### config.mk
export PLATFORM = sky130hd
export DESIGN_NAME = jp5_input_debouncer
export DESIGN_NICKNAME = d
export VERILOG_FILES = /design/src/rtl/jp5_debounce_pkg.sv /design/src/rtl/jp5_debounce_bit.sv /design/src/rtl/jp5_input_debouncer.sv
export SDC_FILE = /design/constraint.sdc
export NUM_CORES = 2
export LEC_CHECK = 0
export CAP_MARGIN = 20
export CORE_UTILIZATION = 40
export CTS_BUF_LIST = sky130_fd_sc_hd__clkbuf_16
export DETAILED_ROUTE_END_ITERATION = 10
export GPL_ROUTABILITY_DRIVEN = 0
export PLACE_DENSITY = 0.56
export SLEW_MARGIN = 15
export SYNTH_ARGS = -nofsm -noshare
export SYNTH_HDL_FRONTEND = slang
export SYNTH_SLANG_ARGS = --single-unit
### constraint.sdc
create_clock -name clk -period 6.25 [get_ports clk]
set_input_delay 1.25 -clock clk [delete_from_list [all_inputs] [get_ports clk]]
set_output_delay 1.25 -clock clk [all_outputs]
set_load 0.02 [all_outputs]
### src/rtl/jp5_debounce_pkg.sv
// Shared constants for the JP5 header input debouncer: register map,
// default filter length and glitch-counter saturation value.
package jp5_debounce_pkg;

  localparam logic [1:0] REG_STATE  = 2'd0;
  localparam logic [1:0] REG_LIMIT  = 2'd1;
  localparam logic [1:0] REG_BYPASS = 2'd2;
  localparam logic [1:0] REG_GLITCH = 2'd3;

  localparam int DEFAULT_LIMIT = 1000;

  localparam logic [31:0] GLITCH_SAT = 32'hFFFF_FFFF;

endpackage

### src/rtl/jp5_debounce_bit.sv
// One header bit: two-flop synchronizer, stability counter, filtered level
// and a one-cycle change pulse. Flags a glitch when a pending change aborts.
module jp5_debounce_bit #(
  parameter int CNT_W = 16
) (
  input  logic             clk,
  input  logic             reset,
  input  logic             raw_in,
  input  logic             bypass,
  input  logic [CNT_W-1:0] l_eff,
  output logic             deb,
  output logic             change_pulse,
  output logic             glitch
);

  logic             s1_q, s2_q, deb_q, pulse_q;
  logic             deb_d, pulse_d;
  logic [CNT_W-1:0] cnt_q, cnt_d;
  logic             glitch_c;

  always_comb begin
    deb_d    = deb_q;
    cnt_d    = cnt_q;
    glitch_c = 1'b0;
    if (bypass) begin
      deb_d = s2_q;
      cnt_d = '0;
    end else if (s2_q == deb_q) begin
      // Input fell back before the count completed: abort and report it.
      if (cnt_q != '0) begin
        cnt_d    = '0;
        glitch_c = 1'b1;
      end
    end else if (cnt_q >= l_eff - CNT_W'(1)) begin
      deb_d = s2_q;
      cnt_d = '0;
    end else begin
      cnt_d = cnt_q + CNT_W'(1);
    end
    pulse_d = deb_d ^ deb_q;
  end

  always_ff @(posedge clk) begin
    if (reset) begin
      s1_q    <= 1'b0;
      s2_q    <= 1'b0;
      deb_q   <= 1'b0;
      pulse_q <= 1'b0;
      cnt_q   <= '0;
    end else begin
      s1_q    <= raw_in;
      s2_q    <= s1_q;
      deb_q   <= deb_d;
      pulse_q <= pulse_d;
      cnt_q   <= cnt_d;
    end
  end

  assign deb          = deb_q;
  assign change_pulse = pulse_q;
  assign glitch       = glitch_c;

endmodule

### src/rtl/jp5_input_debouncer.sv
// JP5 header input debouncer: per-bit filters plus the Avalon-MM register
// file (limit, bypass mask, saturating glitch counter) and registered read mux.
module jp5_input_debouncer #(
  parameter int WIDTH         = 32,
  parameter int CNT_W         = 16,
  parameter int DEFAULT_LIMIT = jp5_debounce_pkg::DEFAULT_LIMIT
) (
  input  logic             clk,
  input  logic             reset,
  input  logic [WIDTH-1:0] raw_in,
  input  logic             chipselect,
  input  logic [1:0]       address,
  input  logic             write_n,
  input  logic [31:0]      writedata,
  output logic [31:0]      readdata,
  output logic [WIDTH-1:0] debounced_out,
  output logic [WIDTH-1:0] change_pulse
);
  import jp5_debounce_pkg::*;

  function automatic logic [31:0] sat_inc(input logic [31:0] v);
    return (v == GLITCH_SAT) ? v : v + 32'd1;
  endfunction

  logic [CNT_W-1:0] limit_q, limit_d;
  logic [WIDTH-1:0] bypass_q, bypass_d;
  logic [31:0]      gcnt_q, gcnt_d;
  logic [31:0]      readdata_q, readdata_d;
  logic [CNT_W-1:0] l_eff;
  logic [WIDTH-1:0] deb_w, glitch_w;
  logic             wr_en;

  // A programmed limit of 0 filters exactly like a limit of 1.
  assign l_eff = (limit_q == '0) ? CNT_W'(1) : limit_q;
  assign wr_en = chipselect && !write_n;

  for (genvar i = 0; i < WIDTH; i++) begin : g_bit
    jp5_debounce_bit #(.CNT_W(CNT_W)) u_bit (
      .clk          (clk),
      .reset        (reset),
      .raw_in       (raw_in[i]),
      .bypass       (bypass_q[i]),
      .l_eff        (l_eff),
      .deb          (deb_w[i]),
      .change_pulse (change_pulse[i]),
      .glitch       (glitch_w[i])
    );
  end

  always_comb begin
    limit_d  = limit_q;
    bypass_d = bypass_q;
    gcnt_d   = gcnt_q;
    if (wr_en && address == REG_LIMIT)  limit_d  = writedata[CNT_W-1:0];
    if (wr_en && address == REG_BYPASS) bypass_d = WIDTH'(writedata);
    // A clear in the same cycle as a glitch wins.
    if (wr_en && address == REG_GLITCH) gcnt_d = '0;
    else if (|glitch_w)                  gcnt_d = sat_inc(gcnt_q);

    readdata_d = '0;
    case (address)
      REG_STATE:  readdata_d = 32'(deb_w);
      REG_LIMIT:  readdata_d = 32'(limit_q);
      REG_BYPASS: readdata_d = 32'(bypass_q);
      REG_GLITCH: readdata_d = gcnt_q;
      default:    readdata_d = '0;
    endcase
  end

  always_ff @(posedge clk) begin
    if (reset) begin
      limit_q    <= CNT_W'(DEFAULT_LIMIT);
      bypass_q   <= '0;
      gcnt_q     <= '0;
      readdata_q <= '0;
    end else begin
      limit_q    <= limit_d;
      bypass_q   <= bypass_d;
      gcnt_q     <= gcnt_d;
      readdata_q <= readdata_d;
    end
  end

  assign readdata      = readdata_q;
  assign debounced_out = deb_w;

endmodule

### Word level (Yosys, flattened, before mapping)

Index checks and enable logic that the tools add are counted.

* add/sub/neg operators: 34
* magnitude comparators: 32
* eq/ne operators: 68
* mux-type cells: 290
* bitwise operators: 33
* reduce and logical (&&, ||, !) cells: 74

Operators by type and width (number)
* two-way mux 16 bit: 97
* adder 16 x 1 -> 16 bit, second input constant: 32
* greater-or-equal comparator 16 bit: 32
* nonzero test 16 bit: 32
* two-way mux 1 bit: 192
* one-hot mux 32 bit (4 select lines): 1
* OR reduction 2 bit: 33
* inequality test 2 bit, second input constant: 32
* adder 32 x 1 -> 32 bit, second input constant: 1
* == test 1 bit: 32
* == test 32 bit, second input constant: 1
* OR reduction 32 bit: 1
* bitwise XOR 1 bit: 32
* logical NOT 16 bit: 1
* subtractor 16 x 1 -> 16 bit, second input constant: 1
* == test 2 bit, second input constant: 2
* logical AND 1 bit: 4
* == test 2 x 1 -> 1 bit, second input constant: 1
* logical NOT 2 bit: 1
* AND reduction 2 bit: 1
* logical NOT 1 bit: 1
* inverter 1 bit: 1

* register bits: 752
* bits of input ports: 70
* output and inout bits: 96
* logic and storage cells: 695

### Longest topological paths before layout

* word-level depth: 8
* gate-level depth with buffers: 17
* mapped depth without buffers: 16

### Modules after synthesis

Synthesis repeated with hierarchy kept, for this count alone.

* cell total of the unflattened synthesis: 6172
* area, all modules: 51829.7 um^2

Modules (own cells, without submodules)
* jp5_debounce_bit at g_bit[14].u_bit ...: times used 21, cells each 174, area each 1458.9 um^2, seq. area each 400.4 um^2
* jp5_debounce_bit at g_bit[0].u_bit ...: times used 10, cells each 176, area each 1468.9 um^2, seq. area each 400.4 um^2
* jp5_input_debouncer: times used 1, cells each 579, area each 5002.3 um^2, seq. area each 2242.2 um^2
* jp5_debounce_bit at g_bit[21].u_bit: times used 1, cells each 179, area each 1501.4 um^2, seq. area each 400.4 um^2

### Least setup slack after synthesis

No wires, ideal clock.

* kind: reg-to-reg
* start: reg limit_q[9]
* end: reg g_bit[29].u_bit.cnt_q[10]
* library setup time: 0.064 ns
* arrival time: 6.152 ns
* data required time: 6.186 ns
* slack: 0.034 ns
* stages on the path, launching flop included: 18
* buffers on the path: 1
* clock period less this slack: 6.216 ns
* path through: dfxtp_1 > or4_4 > nor4_2 > a21oi_1 > ha_1 > nand2_1 > or3_1 > nor3_1 > xnor2_1 > ha_1 > a2111oi_0 > o21ai_0 > o21ai_0 > o31ai_1 > a2111oi_2 > nand2_1 > buf_2 > nor2_1

* word-level cells in the longest chain between the ends: 6

Ends and longest elaborated chain
* from (decl): line jp5_input_debouncer.sv:25 `logic [CNT_W-1:0] limit_q, limit_d;`
* from (signal assigned): line jp5_input_debouncer.sv:72 `limit_q <= CNT_W'(DEFAULT_LIMIT);`
* from (signal assigned): line jp5_input_debouncer.sv:77 `limit_q <= limit_d;`
* logical NOT 16 bit: line jp5_input_debouncer.sv:34 `assign l_eff = (limit_q == '0) ? CNT_W'(1) : limit_q;`
* two-way mux 16 bit *: line jp5_input_debouncer.sv:34
* subtractor 16 x 1 -> 16 bit *: line jp5_debounce_bit.sv:34 `end else if (cnt_q >= l_eff - CNT_W'(1)) begin`
* greater-or-equal comparator 16 bit *: line jp5_debounce_bit.sv:34
* two-way mux 16 bit *: line jp5_debounce_bit.sv:34
* two-way mux 16 bit *: line jp5_debounce_bit.sv:28 `end else if (s2_q == deb_q) begin`
* to (signal assigned): line jp5_debounce_bit.sv:55 `cnt_q <= cnt_d;`
* to (decl): line jp5_debounce_bit.sv:18 `logic [CNT_W-1:0] cnt_q, cnt_d;`

Every way passes the cells marked *; elsewhere a longest branch is shown, timed or not.
A chain may end at the register's enable or synchronous reset.

### Worst setup path after layout

* start: reg limit_q[4]
* end: reg g_bit[8].u_bit.cnt_q[14]

* word-level cells in the longest chain between the ends: 6

Ends and longest elaborated chain (line)
* logical NOT 16 bit: jp5_input_debouncer.sv:34
* two-way mux 16 bit *: jp5_input_debouncer.sv:34
* subtractor 16 x 1 -> 16 bit *: jp5_debounce_bit.sv:34
* greater-or-equal comparator 16 bit *: jp5_debounce_bit.sv:34
* two-way mux 16 bit *: jp5_debounce_bit.sv:34
* two-way mux 16 bit *: jp5_debounce_bit.sv:28
* to (signal assigned): jp5_debounce_bit.sv:55
* to (decl): jp5_debounce_bit.sv:18

Marked as above.

==> results.py <==
metrics = {
    "setup_path": {
        "cp_data_arrival_time_ps": 6030,
        "crit_type": "reg -> reg",
        "max_stage_delay_ps": 620,
        "start_kind": "flop",
        "crit_fanout": 24,
        "worstPathCellList": "or4_4 -> nor3_1 -> a21oi_4 -> ha_2 -> nand2_1 -> or3_1 -> nor3_1 -> xnor2_2 -> buf_4 -> ha_1 -> a2111oi_0 -> o21ai_0 -> o21ai_0 -> o31ai_1 -> a211oi_2 -> nand3_2 -> nor2_1",
        "r2r.worst_path.cells": 17,
        "path_depth": 17,
        "cp_slowest_cell": "nor3_1",
        "crit_family": "simple AND/OR/NAND/NOR gates",
        "critPathBufInv": 1,
        "cp_data_required_time_ps": 6850,
        "crit_path_end_kind": "flop",
    },
    "clock_tree": {
        "htree_levels": 3,
        "root_buffer": "clkbuf_16",
        "cts_resized": 0,
        "clk_latency_ps": 680,
        "cts_buffers": 89,
        "clk_pin_slew_worst_paths_ps": 60,
        "clk_path_buf_depth": 3,
        "post_cts_buffers": 0,
        "cts_tree": "built",
        "clock_sinks": 752,
        "holdBufCountCts": 0,
    },
    "worst_hold_path": {
        "hold_class": "reg -> reg",
        "whs_path_depth": 1,
    },
    "power": {
        "swShare_pct": 25.2,
        "p_int_mw": 8.08,
        "power_frac_comb_pct": 6.7,
        "finalPower_mw": 10.8,
        "ir_drop_v": 0.000189,
        "power.switching_mw": 2.72,
        "power_frac_seq_pct": 45.3,
        "p_leak_nw": 20.1,
        "clkPwrFrac_pct": 48.0,
        "cellPowerDensity_nw_per_um2": 214,
    },
    "outcome": {
        "status": "completed",
    },
    "global_route": {
        "gr-usage-met2_pct": 38.5,
        "grt_pass1_wl_um": 208000,
        "gr-usage-met3_pct": 3.47,
        "grt.total_usage_pct": 23.9,
        "gr-usage-met1_pct": 32.6,
        "grt_pass1_vias": 35082,
        "grt_overflow": 0,
        "antenna_found_initial": 4,
        "gr-max-usage-layer": "met2",
        "grt_max_degree": 133,
    },
    "detailed_routing": {
        "vias": 36747,
        "viasPerCell": 5.51,
        "drc_errors": 0,
        "firstDrtPassIters": 5,
        "first_iter_violations": 2304,
        "routed_wl_um": 135000,
        "ant_nets": 0,
        "wire_per_inst_um": 20.2,
    },
    "finish": {
        "drive_gt1_share_pct": 6.16,
        "mostFrequentLayoutCells": "752 x dfxtp_1, 698 x nor2_1, 545 x ha_1, 313 x xor2_1, 288 x nand2_1",
        "diodes": 0,
        "multi_input_area_um2": 28100,
        "syn_to_final_growth_pct": 13.3,
        "final_common_cell": "dfxtp_1",
        "nets": 5738,
        "seq_area_um2": 15100,
        "fin_cells": 6667,
        "fillCellCount": 10794,
    },
    "floorplan": {
        "dieArea_um2": 113000,
        "rows": 121,
        "fp.coreArea_um2": 110000,
        "die_x_um": 335,
        "num_io_pins": 166,
        "initial_core_util_pct": 40.6,
        "fp.dieH_um": 335,
    },
    "synth": {
        "synth_area_um2": 44500,
        "seq_area_frac_synth_pct": 33.8,
        "syn_nets": 5614,
        "ys_seq_elements": 752,
        "syn-instance-count": 4998,
        "dominantRegCellSynth": "dfxtp_1",
        "async_flop_share_pct": 0,
        "synth-edff-count": 0,
        "avgSynthCellArea_um2": 8.90,
        "ys_types": 58,
        "yosysWarnings": 0,
    },
    "timing": {
        "rsz0062_at_grt": "no",
        "period_needed_ps": 5420,
        "post-route-period-util_pct": 86.8,
        "tns_ps": 0,
        "fmax_mhz": 184,
        "skew_ps": 33.1,
        "setup_viol": 0,
        "timing_hold_violations_final": 0,
        "slew_violations": 0,
        "maxSlewHeadroom_pct": 27.3,
        "tightest_slew_ps": 1090,
        "worst_slack_ps": 825,
    },
    "placement": {
        "numPortBuffers": 165,
        "dp_hpwl_um": 92400,
        "place_inst": 6506,
        "dp_slack_ps": 953,
    },
    "job": {
        "drv_cap": 0,
    },
}
[cell type report]
cell class,count,area share (%)
clock inverters,70,1.18
repair buffers,212,4.16
multi-input cells,3949,55.8
flip-flops and latches,752,29.9
inverters,118,0.881
well taps,1476,3.66
clock buffers,90,4.47
[power by group through the flow]
stage | Clock (mW) | Sequential (mW) | Combinational (mW)
after CTS | 5.30 | 4.89 | 0.718
after global routing | 5.50 | 4.90 | 0.787
after global placement | 0 | 5.00 | 0.706
after detailed placement | 0 | 5.00 | 0.713
final | 5.18 | 4.89 | 0.720
after floorplan | 0 | 4.98 | 0.410
[worst reg2reg max path, delay by kind of cell (launching register included)]
kind / cells / cell delay [ps]
DFF: 1 / 410
buffers and inverters: 1 / 580
and+or+nand+nor: 7 / 2310
xor gates and xnor gates: 1 / 150
adders and majority gates: 2 / 630
AOI/OAI and AO/OA: 6 / 1270
[flip-flops by register name, summed over array words and instances (netlist names)]
register,cells
bypass_q,32
gcnt_q,32
g_bit.u_bit.s1_q,32
g_bit.u_bit.change_pulse,32
limit_q,16
g_bit.u_bit.cnt_q,512
readdata,32
g_bit.u_bit.s2_q,32
g_bit.u_bit.deb,32
[final timing paths]
kind                                     startpoint                       end  slack (ps)
worst max-delay path                     limit_q[4]  g_bit[8].u_bit.cnt_q[14]         830
worst min-delay path            g_bit[1].u_bit.s1_q       g_bit[1].u_bit.s2_q         430
worst max register to register           limit_q[4]  g_bit[8].u_bit.cnt_q[14]         830
worst min register to register  g_bit[1].u_bit.s1_q       g_bit[1].u_bit.s2_q         430
[per-stage QoR]
stage	utilization (%)	hold slack, ps	instance area, um2
finish	46.0	429	50400
floorplan	-	414	44500
CTS	46.0	438	50400
detailed placement	43.4	421	47500
global route	46.0	451	50400
global placement	43.4	416	47500
[Yosys cell counts (67+ instances only)]
cell	number	area [um2]
nor2b_1	97	607
buf_4	67	503
o21ai_0	112	561
nor3_1	195	976
o21a_1	146	1100
nand4_1	75	469
nand2_1	290	1090
clkbuf_1	68	255
ha_1	546	6830
nor4_1	70	438
xnor2_1	176	1540
a21oi_1	119	596
nor2_1	698	2620
and3_1	208	1300
xor2_1	314	2750
dfxtp_1	752	15100
nand2b_1	67	419
inv_1	118	443
nand3_1	233	1170
[logic make-up after synthesis]
| group | after synthesis | share of synthesized area (%) |
|---|---|---|
| and+or+nand+nor | 2101 | 23.7 |
| xor gates and xnor gates | 490 | 9.65 |
| DFF | 752 | 33.8 |
| AOI/OAI and AO/OA | 773 | 12.9 |
| muxes | 39 | 1.33 |
| buffers and inverters | 297 | 3.22 |
| adders and majority gates | 546 | 15.4 |
[routing by layer]
layer / routed length (um) / vias up
li1: - / 18226
met5: 0 / -
met3: 7040 / 212
met2: 60100 / 826
met1: 63900 / 17483
met4: 3960 / 0
(Power assumes the default switching activity.)
